$ cat src/rtl/layer_wb_writer.sv
// Layer write-back writer: takes 4-byte result groups over a valid/ready handshake
// and streams them byte by byte into RAM from BASE_ADDR, for NUM_BYTES bytes per job.
`timescale 1ns/1ps
module layer_wb_writer #(
  parameter int unsigned ADDR_W    = 14,
  parameter int unsigned BASE_ADDR = 0,
  parameter int unsigned NUM_BYTES = 4096
) (
  input  logic              clk,
  input  logic              reset,
  input  logic              start_write_back,
  input  logic              abort,
  input  logic              in_valid,
  input  logic [7:0]        out0,
  input  logic [7:0]        out1,
  input  logic [7:0]        out2,
  input  logic [7:0]        out3,
  output logic              in_ready,
  output logic              wr_en,
  output logic [ADDR_W-1:0] ram_store_addr,
  output logic [7:0]        ram_wdata,
  output logic [2:0]        reg_num,
  output logic              busy,
  output logic              stop_write_back
);

  localparam int unsigned REM_W = $clog2(NUM_BYTES + 1);

  typedef enum logic [1:0] {IDLE, LOAD, WRITE, DONE} state_e;

  state_e            state_q;
  logic [ADDR_W-1:0] addr_q;
  logic [REM_W-1:0]  rem_q;
  logic [1:0]        lane_q;
  logic [3:0][7:0]   data_q;
  logic              in_ready_q;
  logic              wr_en_q;
  logic [ADDR_W-1:0] wr_addr_q;
  logic [7:0]        wdata_q;
  logic [2:0]        reg_num_q;
  logic              busy_q;
  logic              stop_q;

  logic [1:0]        lane_nx_c;

  always_comb begin
    lane_nx_c = lane_q + 2'd1;
  end

  // Write outputs are registered one edge ahead: lane_q is the lane on the bus now,
  // addr_q is the next address to issue.
  always_ff @(posedge clk or negedge reset) begin
    if (!reset) begin
      state_q    <= IDLE;
      addr_q     <= '0;
      rem_q      <= '0;
      lane_q     <= '0;
      data_q     <= '0;
      in_ready_q <= 1'b0;
      wr_en_q    <= 1'b0;
      wr_addr_q  <= '0;
      wdata_q    <= '0;
      reg_num_q  <= '0;
      busy_q     <= 1'b0;
      stop_q     <= 1'b0;
    end else begin
      wr_en_q <= 1'b0;
      stop_q  <= 1'b0;
      case (state_q)
        IDLE: begin
          if (start_write_back && !abort) begin
            addr_q     <= ADDR_W'(BASE_ADDR);
            rem_q      <= REM_W'(NUM_BYTES);
            in_ready_q <= 1'b1;
            busy_q     <= 1'b1;
            state_q    <= LOAD;
          end
        end
        LOAD: begin
          if (abort) begin
            in_ready_q <= 1'b0;
            busy_q     <= 1'b0;
            state_q    <= IDLE;
          end else if (in_valid) begin
            data_q     <= {out3, out2, out1, out0};
            lane_q     <= 2'd0;
            wr_en_q    <= 1'b1;
            wdata_q    <= out0;
            reg_num_q  <= 3'd0;
            wr_addr_q  <= addr_q;
            addr_q     <= addr_q + ADDR_W'(1);
            rem_q      <= rem_q - REM_W'(1);
            in_ready_q <= 1'b0;
            state_q    <= WRITE;
          end
        end
        WRITE: begin
          if (abort) begin
            busy_q  <= 1'b0;
            state_q <= IDLE;
          end else if (lane_q == 2'd3) begin
            if (rem_q == '0) begin
              stop_q  <= 1'b1;
              state_q <= DONE;
            end else begin
              in_ready_q <= 1'b1;
              state_q    <= LOAD;
            end
          end else begin
            lane_q    <= lane_nx_c;
            wr_en_q   <= 1'b1;
            wdata_q   <= data_q[lane_nx_c];
            reg_num_q <= 3'(lane_nx_c);
            wr_addr_q <= addr_q;
            addr_q    <= addr_q + ADDR_W'(1);
            rem_q     <= rem_q - REM_W'(1);
          end
        end
        DONE: begin
          busy_q  <= 1'b0;
          state_q <= IDLE;
        end
        default: begin
          in_ready_q <= 1'b0;
          busy_q     <= 1'b0;
          state_q    <= IDLE;
        end
      endcase
    end
  end

  assign in_ready        = in_ready_q;
  assign wr_en           = wr_en_q;
  assign ram_store_addr  = wr_addr_q;
  assign ram_wdata       = wdata_q;
  assign reg_num         = reg_num_q;
  assign busy            = busy_q;
  assign stop_write_back = stop_q;

endmodule

$ cat config.mk
export PLATFORM = sky130hd
export DESIGN_NAME = layer_wb_writer
export DESIGN_NICKNAME = d
export VERILOG_FILES = /design/src/rtl/layer_wb_writer.sv
export SDC_FILE = /design/constraint.sdc
export NUM_CORES = 1
export LEC_CHECK = 0
export ABC_AREA = 1
export CORE_ASPECT_RATIO = 1.1
export CORE_UTILIZATION = 61
export CTS_BUF_LIST = sky130_fd_sc_hd__clkbuf_8
export DETAILED_ROUTE_END_ITERATION = 7
export PLACE_DENSITY = 0.94
export RECOVER_POWER = 100
export SLEW_MARGIN = 15
export SYNTH_ARGS = -nofsm -noshare
export SYNTH_HDL_FRONTEND = slang
export SYNTH_SLANG_ARGS = --single-unit
export TNS_END_PERCENT = 20
$ cat constraint.sdc
create_clock -name clk -period 4.7 [get_ports clk]
set_input_delay 0.94 -clock clk [delete_from_list [all_inputs] [get_ports clk]]
set_output_delay 0.94 -clock clk [all_outputs]
set_load 0.1 [all_outputs]
==> results of run 1 <==
[power groups by stage]
stage                     registers, mW  logic, mW  clock network, mW
final                              1.19       1.81              0.597
after global routing               1.21       1.98              0.626
after CTS                          1.19       1.88              0.601
after detailed placement           1.20       1.86                  0
after global placement             1.18       1.78                  0
after floorplan                    1.57       1.11                  0
[final timing paths]
check | start | endpoint | slack, ns | cells past startpoint
min in group asynchronous | reset | data_q[9]$_DFFE_PN0P_ | 1.33 | 1
max reg2reg | state_q[1]$_DFFE_PN0P_ | ram_wdata[6]$_DFFE_PN0P_ | 1.27 | 8
max in group asynchronous | reset | in_ready$_DFFE_PN0P_ | 1.76 | 2
max | abort | addr_q[0]$_DFFE_PN0P_ | 1.25 | 9
min reg2reg | ram_store_addr[11]$_DFFE_PN0P_ | ram_store_addr[11]$_DFFE_PN0P_ | 0.50 | 2
min | ram_store_addr[11]$_DFFE_PN0P_ | ram_store_addr[11]$_DFFE_PN0P_ | 0.50 | 2
[critical path, stage by stage]
cell	delay (ns)
dlygate4sd3_1	0.65
inv_1	0.13
nand2_1	0.09
nand2_4	0.08
nand2_4	0.05
nor2_2	1.14
inv_2	0.32
nor2_1	0.23
a21oi_2	0.04
[registers in the layout, summed over array words and instances, names as in the netlist]
name,cells
data_q,32
addr_q,14
ram_store_addr,14
rem_q,13
ram_wdata,8
reg_num,2
state_q,2
busy,1
in_ready,1
stop_write_back,1
wr_en,1
[per-layer routing]
metal  up-vias  part of all wire (%)  global-route usage, %
met5         -                     0                      0
met4         0                   2.6                   14.7
met1      1846                    40                   35.6
met2       181                    50                   51.2
met3        26                   7.4                   6.12
li1       1858                     -                      -
[cell usage after synthesis, drive strengths merged]
cell	n
o211ai	2
o22ai	1
inv	56
o21bai	2
nand3	31
or2	1
conb	1
a21boi	1
nand2	110
and2	1
clkbuf	6
a21oi	55
ha	8
mux2	16
a22oi	1
buf	18
dfrtp	89
nand4	22
nor2	62
o21ai	47
o31ai	1
nor3	1
clkinv	2
[kinds of logic after synthesis]
family	Yosys count	share of synthesized area [%]
flip-flops	89	49.3
buffers and inverters	82	8.28
multiplexers	16	3.99
AO/OA/AOI/OAI	110	13.5
other	1	0.0830
AND/OR/NAND/NOR	228	22.7
adder cells (fa/ha/maj)	8	2.21
[cells in the final DEF, fill, tap and decap left out, types with 22 or more instances in the layout]
cell type / instances
dlygate4sd3_1: 29
a21oi_1: 50
clkdlybuf4s50_1: 34
nand4_1: 22
inv_1: 54
dfrtp_1: 89
o21ai_0: 45
nand2_1: 107
nor2_1: 61
nand3_1: 29
[metrics by stage]
stage	instances	util [%]
after floorplan	534	-
after global placement	663	72.5
after detailed placement	663	72.5
after CTS	679	75.7
after global routing	679	74.9
final	679	74.9
[final cells by class]
| type | instances | area (sq um) | area share (%) |
|---|---|---|---|
| Inverter | 58 | 218 | 4.10 |
| Tap cell | 85 | 106 | 2.00 |
| Clock inverter | 7 | 103 | 1.93 |
| Clock buffer | 9 | 124 | 2.33 |
| Timing Repair Buffer | 68 | 657 | 12.4 |
| Multi-Input combinational cell | 363 | 1880 | 35.3 |
| Sequential cell | 89 | 2230 | 41.9 |
==> flow_metrics.env, run 1 <==
export IMPL_status="finished with violations"
export IMPL_violations="design-rule violations, max-capacitance violations, max-slew violations"
export IMPL_tightest_slew_ns=2.53
export IMPL_swShare_pct=49.2
export IMPL_cap_viol_max_count=2
export IMPL_core_sq_um=7090
export IMPL_ir_drop_uv=326
export IMPL_postSynthRegisterBits=89
export IMPL_ctsResizeCount=0
export IMPL_holdCritPathClass="reg2reg"
export IMPL_path_clk_slew_ns=0.09
export IMPL_num_rows=32
export IMPL_dr_pass1_iters=7
export IMPL_antenna_found_initial=0
export IMPL_fin_ws_ns=1.25
export IMPL_drt_wl_total_mm=10.7
export IMPL_cp_data_required_time_ns=4.96
export IMPL_fp_dieW_microns=84.1
export IMPL_finalHoldViolations=0
export IMPL_htree_num_levels=3
export IMPL_root_buffer="clkbuf_8"
export IMPL_vias_per_cell=5.76
export IMPL_p_per_area_nw_per_um2=676
export IMPL_end_kind="register"
export IMPL_grt_usage_pct=29.8
export IMPL_ys_seq_area_share_pct=49.3
export IMPL_ios=66
export IMPL_post_route_cell_area_sq_um=5310
export IMPL_clk_latency_ns=0.38
export IMPL_setup_tns_final_ns=0
export IMPL_drive_gt1_share_pct=8.08
export IMPL_detailed_place_area_sq_um=5140
export IMPL_place_gp_congestion=0.864
export IMPL_power_mw=3.59
export IMPL_p_int_mw=1.82
export IMPL_cts_hold_buf=0
export IMPL_syn_to_final_growth_pct=17.5
export IMPL_pwr_share_clk_pct=16.6
export IMPL_critPathKind="in2reg"
export IMPL_syn_cell_area_sq_um=4520
export IMPL_worstPathMaxFanout=42
export IMPL_grt_setup_unrepaired="no"
export IMPL_cts_tree="yes"
export IMPL_synth_top_area_cell="dfrtp_1"
export IMPL_final_nets=634
export IMPL_grt_ovfl_total=0
export IMPL_p_sw_mw=1.77
export IMPL_drc=18
export IMPL_post_cts_setup_buffers=0
export IMPL_holdWs_ns=0.495
export IMPL_synth_distinct_cells=35
export IMPL_initial_core_util_pct=63.8
export IMPL_slew_headroom_pct=-68.4
export IMPL_clock_skew_ns=0.0150
export IMPL_slew_viol_final=93
export IMPL_place_ws_ns=1.55
export IMPL_yosysTopAreaCellShare_pct=49.3
export IMPL_cts_buffers=9
export IMPL_drt_iter0_drc=280
export IMPL_die_area_sq_um=7760
export IMPL_vias=3911
export IMPL_cts_sinks=89
export IMPL_grt_max_degree=50
export IMPL_drt_antenna_violating_nets=0
export IMPL_max_freq_mhz=290
export IMPL_post_route_period_util_pct=73.4
export IMPL_grt_pass1_vias=3984
export IMPL_p_seq_share_pct=33.0
export IMPL_antenna_cells=0
export IMPL_worstPathArrival_ns=3.71
export IMPL_yosysWarnings=0
export IMPL_port_buffers=64
export IMPL_p_comb_share_pct=50.4
export IMPL_synth_nets=579
export IMPL_synthCells=534
export IMPL_wl_per_cell_microns=15.7
export IMPL_clk_path_buf_depth=2
export IMPL_final_setup_viol_count=0
export IMPL_p_leak_nw=2.51
export IMPL_start_kind="primary input"
export IMPL_n_fill_cell=483
export IMPL_synth_area_top_cells="dfrtp_1 49%, nand2_1 8.7%, a21oi_1 5.3%"
export IMPL_grt_pass1_wl_mm=18.1
export IMPL_avgSynthCellArea_sq_um=8.47
export IMPL_dp_hpwl_mm=7.28
export IMPL_die_h_microns=92.3
export IMPL_fin_crit_ns=3.45
(Power assumes the default switching activity.)
==> run 2, diff against run 1 <==
- CORE_UTILIZATION: 61 -> 56
- PLACE_DENSITY: 0.94 -> 0.88
- clock period: 4.7 -> 3.55 ns (I/O delays scaled with it)
==> flow_metrics.env, run 2 (synthesis results as in run 1) <==
export IMPL_clk_path_buf_depth=2
export IMPL_cts_hold_buf=0
export IMPL_worstPathArrival_ns=3.15
export IMPL_status="finished with violations"
export IMPL_holdCritPathClass="reg2reg"
export IMPL_layout_common_cells="105 x nand2_1, 89 x dfrtp_1, 61 x nor2_1"
export IMPL_grt_setup_unrepaired="no"
export IMPL_grt_pass1_wl_mm=16.6
export IMPL_die_area_sq_um=8440
export IMPL_start_kind="register"
export IMPL_grt_usage_pct=25.4
export IMPL_drive_gt1_share_pct=8.94
export IMPL_tightest_slew_ns=2.16
export IMPL_clock_skew_ns=0.0116
export IMPL_ir_drop_uv=355
export IMPL_vias_per_cell=5.51
export IMPL_root_buffer="clkbuf_8"
export IMPL_reg2reg_depth=9
export IMPL_layout_commonest_cell="nand2_1"
export IMPL_violations="max-capacitance violations, max-slew violations"
export IMPL_swShare_pct=49.1
export IMPL_p_seq_share_pct=32.9
export IMPL_drt_wl_total_mm=10.4
export IMPL_p_sw_mw=2.33
export IMPL_reg2reg_slack_ns=0.68
export IMPL_slew_headroom_pct=-44.2
export IMPL_n_fill_cell=617
export IMPL_slew_viol_final=90
export IMPL_p_comb_share_pct=50.5
export IMPL_cap_viol_max_count=1
export IMPL_power_mw=4.75
export IMPL_initial_core_util_pct=57.4
export IMPL_syn_to_final_growth_pct=18.1
export IMPL_whs_endpoint="ram_store_addr[9]$_DFFE_PN0P_"
export IMPL_p_per_area_nw_per_um2=889
export IMPL_final_nets=633
export IMPL_antenna_cells=0
export IMPL_drt_antenna_violating_nets=0
export IMPL_port_buffers=64
export IMPL_post_route_period_util_pct=80.8
export IMPL_cts_tree="yes"
export IMPL_cp_data_required_time_ns=3.84
export IMPL_p_leak_nw=2.51
export IMPL_r2r_end="ram_wdata[3]$_DFFE_PN0P_"
export IMPL_drc=0
export IMPL_fin_crit_ns=2.87
export IMPL_p_int_mw=2.41
export IMPL_worstPathMaxFanout=34
export IMPL_pwr_share_clk_pct=16.6
export IMPL_largest_register="data_q"
export IMPL_dp_hpwl_mm=6.95
export IMPL_grt_ovfl_total=0
export IMPL_whs_path_depth=2
export IMPL_htree_num_levels=3
export IMPL_cts_buffers=9
export IMPL_clk_latency_ns=0.36
export IMPL_wl_per_cell_microns=14.8
export IMPL_setup_tns_final_ns=0
export IMPL_drt_iter0_drc=253
export IMPL_antenna_found_initial=0
export IMPL_grt_pass1_vias=3804
export IMPL_vias=3862
export IMPL_path_clk_slew_ns=0.09
export IMPL_grt_max_degree=90
export IMPL_cts_sinks=89
export IMPL_fp_dieW_microns=87.7
export IMPL_post_cts_setup_buffers=0
export IMPL_rr_startpoint="state_q[0]$_DFFE_PN0P_"
export IMPL_ios=66
export IMPL_critPathKind="reg2reg"
export IMPL_hp_start="ram_store_addr[9]$_DFFE_PN0P_"
export IMPL_max_freq_mhz=349
export IMPL_end_kind="register"
export IMPL_num_rows=34
export IMPL_die_h_microns=96.2
export IMPL_place_gp_congestion=0.887
export IMPL_final_setup_viol_count=0
export IMPL_largest_reg_flops=32
export IMPL_dr_pass1_iters=5
export IMPL_core_sq_um=7870
export IMPL_ctsResizeCount=0
export IMPL_finalHoldViolations=0
export IMPL_worstSetupStartpoint="state_q[0]$_DFFE_PN0P_"
[run 2: cell types whose count changed in the layout (fill, tap and decap cells not counted), sizes merged]
cell         change
buf              -1
clkbuf           +1
clkinv           -2
clkinvlp         +1
dlygate4sd3      -1
inv              +1
[run 2: layout make-up]
class	instances	area, sq um	area share, %
Clock buffer	9	124	2.32
Sequential cell	89	2230	41.7
Tap cell	108	135	2.53
Inverter	58	218	4.08
Timing Repair Buffer	67	646	12.1
Multi-Input combinational cell	363	1890	35.4
Clock inverter	7	98.8	1.85
[run 2: metal layers]
metal	wire, microns	track usage [%]	part of all wire, %	vias to the layer above
met4	229	12.7	2.2	0
li1	-	-	-	1870
met5	0	0	0	-
met2	5050	44.2	49	154
met1	4420	30.1	43	1810
met3	673	4.72	6.5	28
[run 2: worst max path at each step]
stage	end	slack [ns]
5_1_grt	reg_num[0]$_DFFE_PN0P_	0.50
2_1_floorplan	ram_wdata[5]$_DFFE_PN0P_	1.46
3_5_place_dp	rem_q[0]$_DFFE_PN0P_	0.90
6_report	ram_wdata[3]$_DFFE_PN0P_	0.68
4_1_cts	ram_store_addr[0]	0.93
3_3_place_gp	rem_q[0]$_DFFE_PN0P_	0.99
[run 2: worst max-delay path: stages, from the launching register on]
cell and delay (ns):
dfrtp_1 0.39, inv_1 0.09, ha_1 0.28, clkbuf_1 0.90
inv_2 0.16, a21oi_2 0.21, nand2_4 0.22, inv_2 0.31
nor2_1 0.09, a21oi_1 0.14
[run 2: per-stage QoR]
stage | worst slack [ns] | area (sq um) | hold slack (ns) | instances | utilization, %
4_1_cts | 0.931 | 5380 | 0.492 | 701 | 68.4
3_3_place_gp | 0.989 | 5160 | 0.462 | 685 | 65.5
2_1_floorplan | 1.46 | 4520 | 0.414 | 534 | -
6_report | 0.682 | 5340 | 0.485 | 701 | 67.8
3_5_place_dp | 0.898 | 5160 | 0.469 | 685 | 65.5
5_1_grt | 0.505 | 5340 | 0.512 | 701 | 67.8
[run 2: power groups by stage]
stage                     Sequential [mW]  Combinational [mW]  Clock, mW
final                                1.56                2.39      0.788
after global routing                 1.60                2.61      0.839
after CTS                            1.56                2.47      0.789
after detailed placement             1.58                2.45          0
after global placement               1.56                2.36          0
after floorplan                      2.08                1.47          0
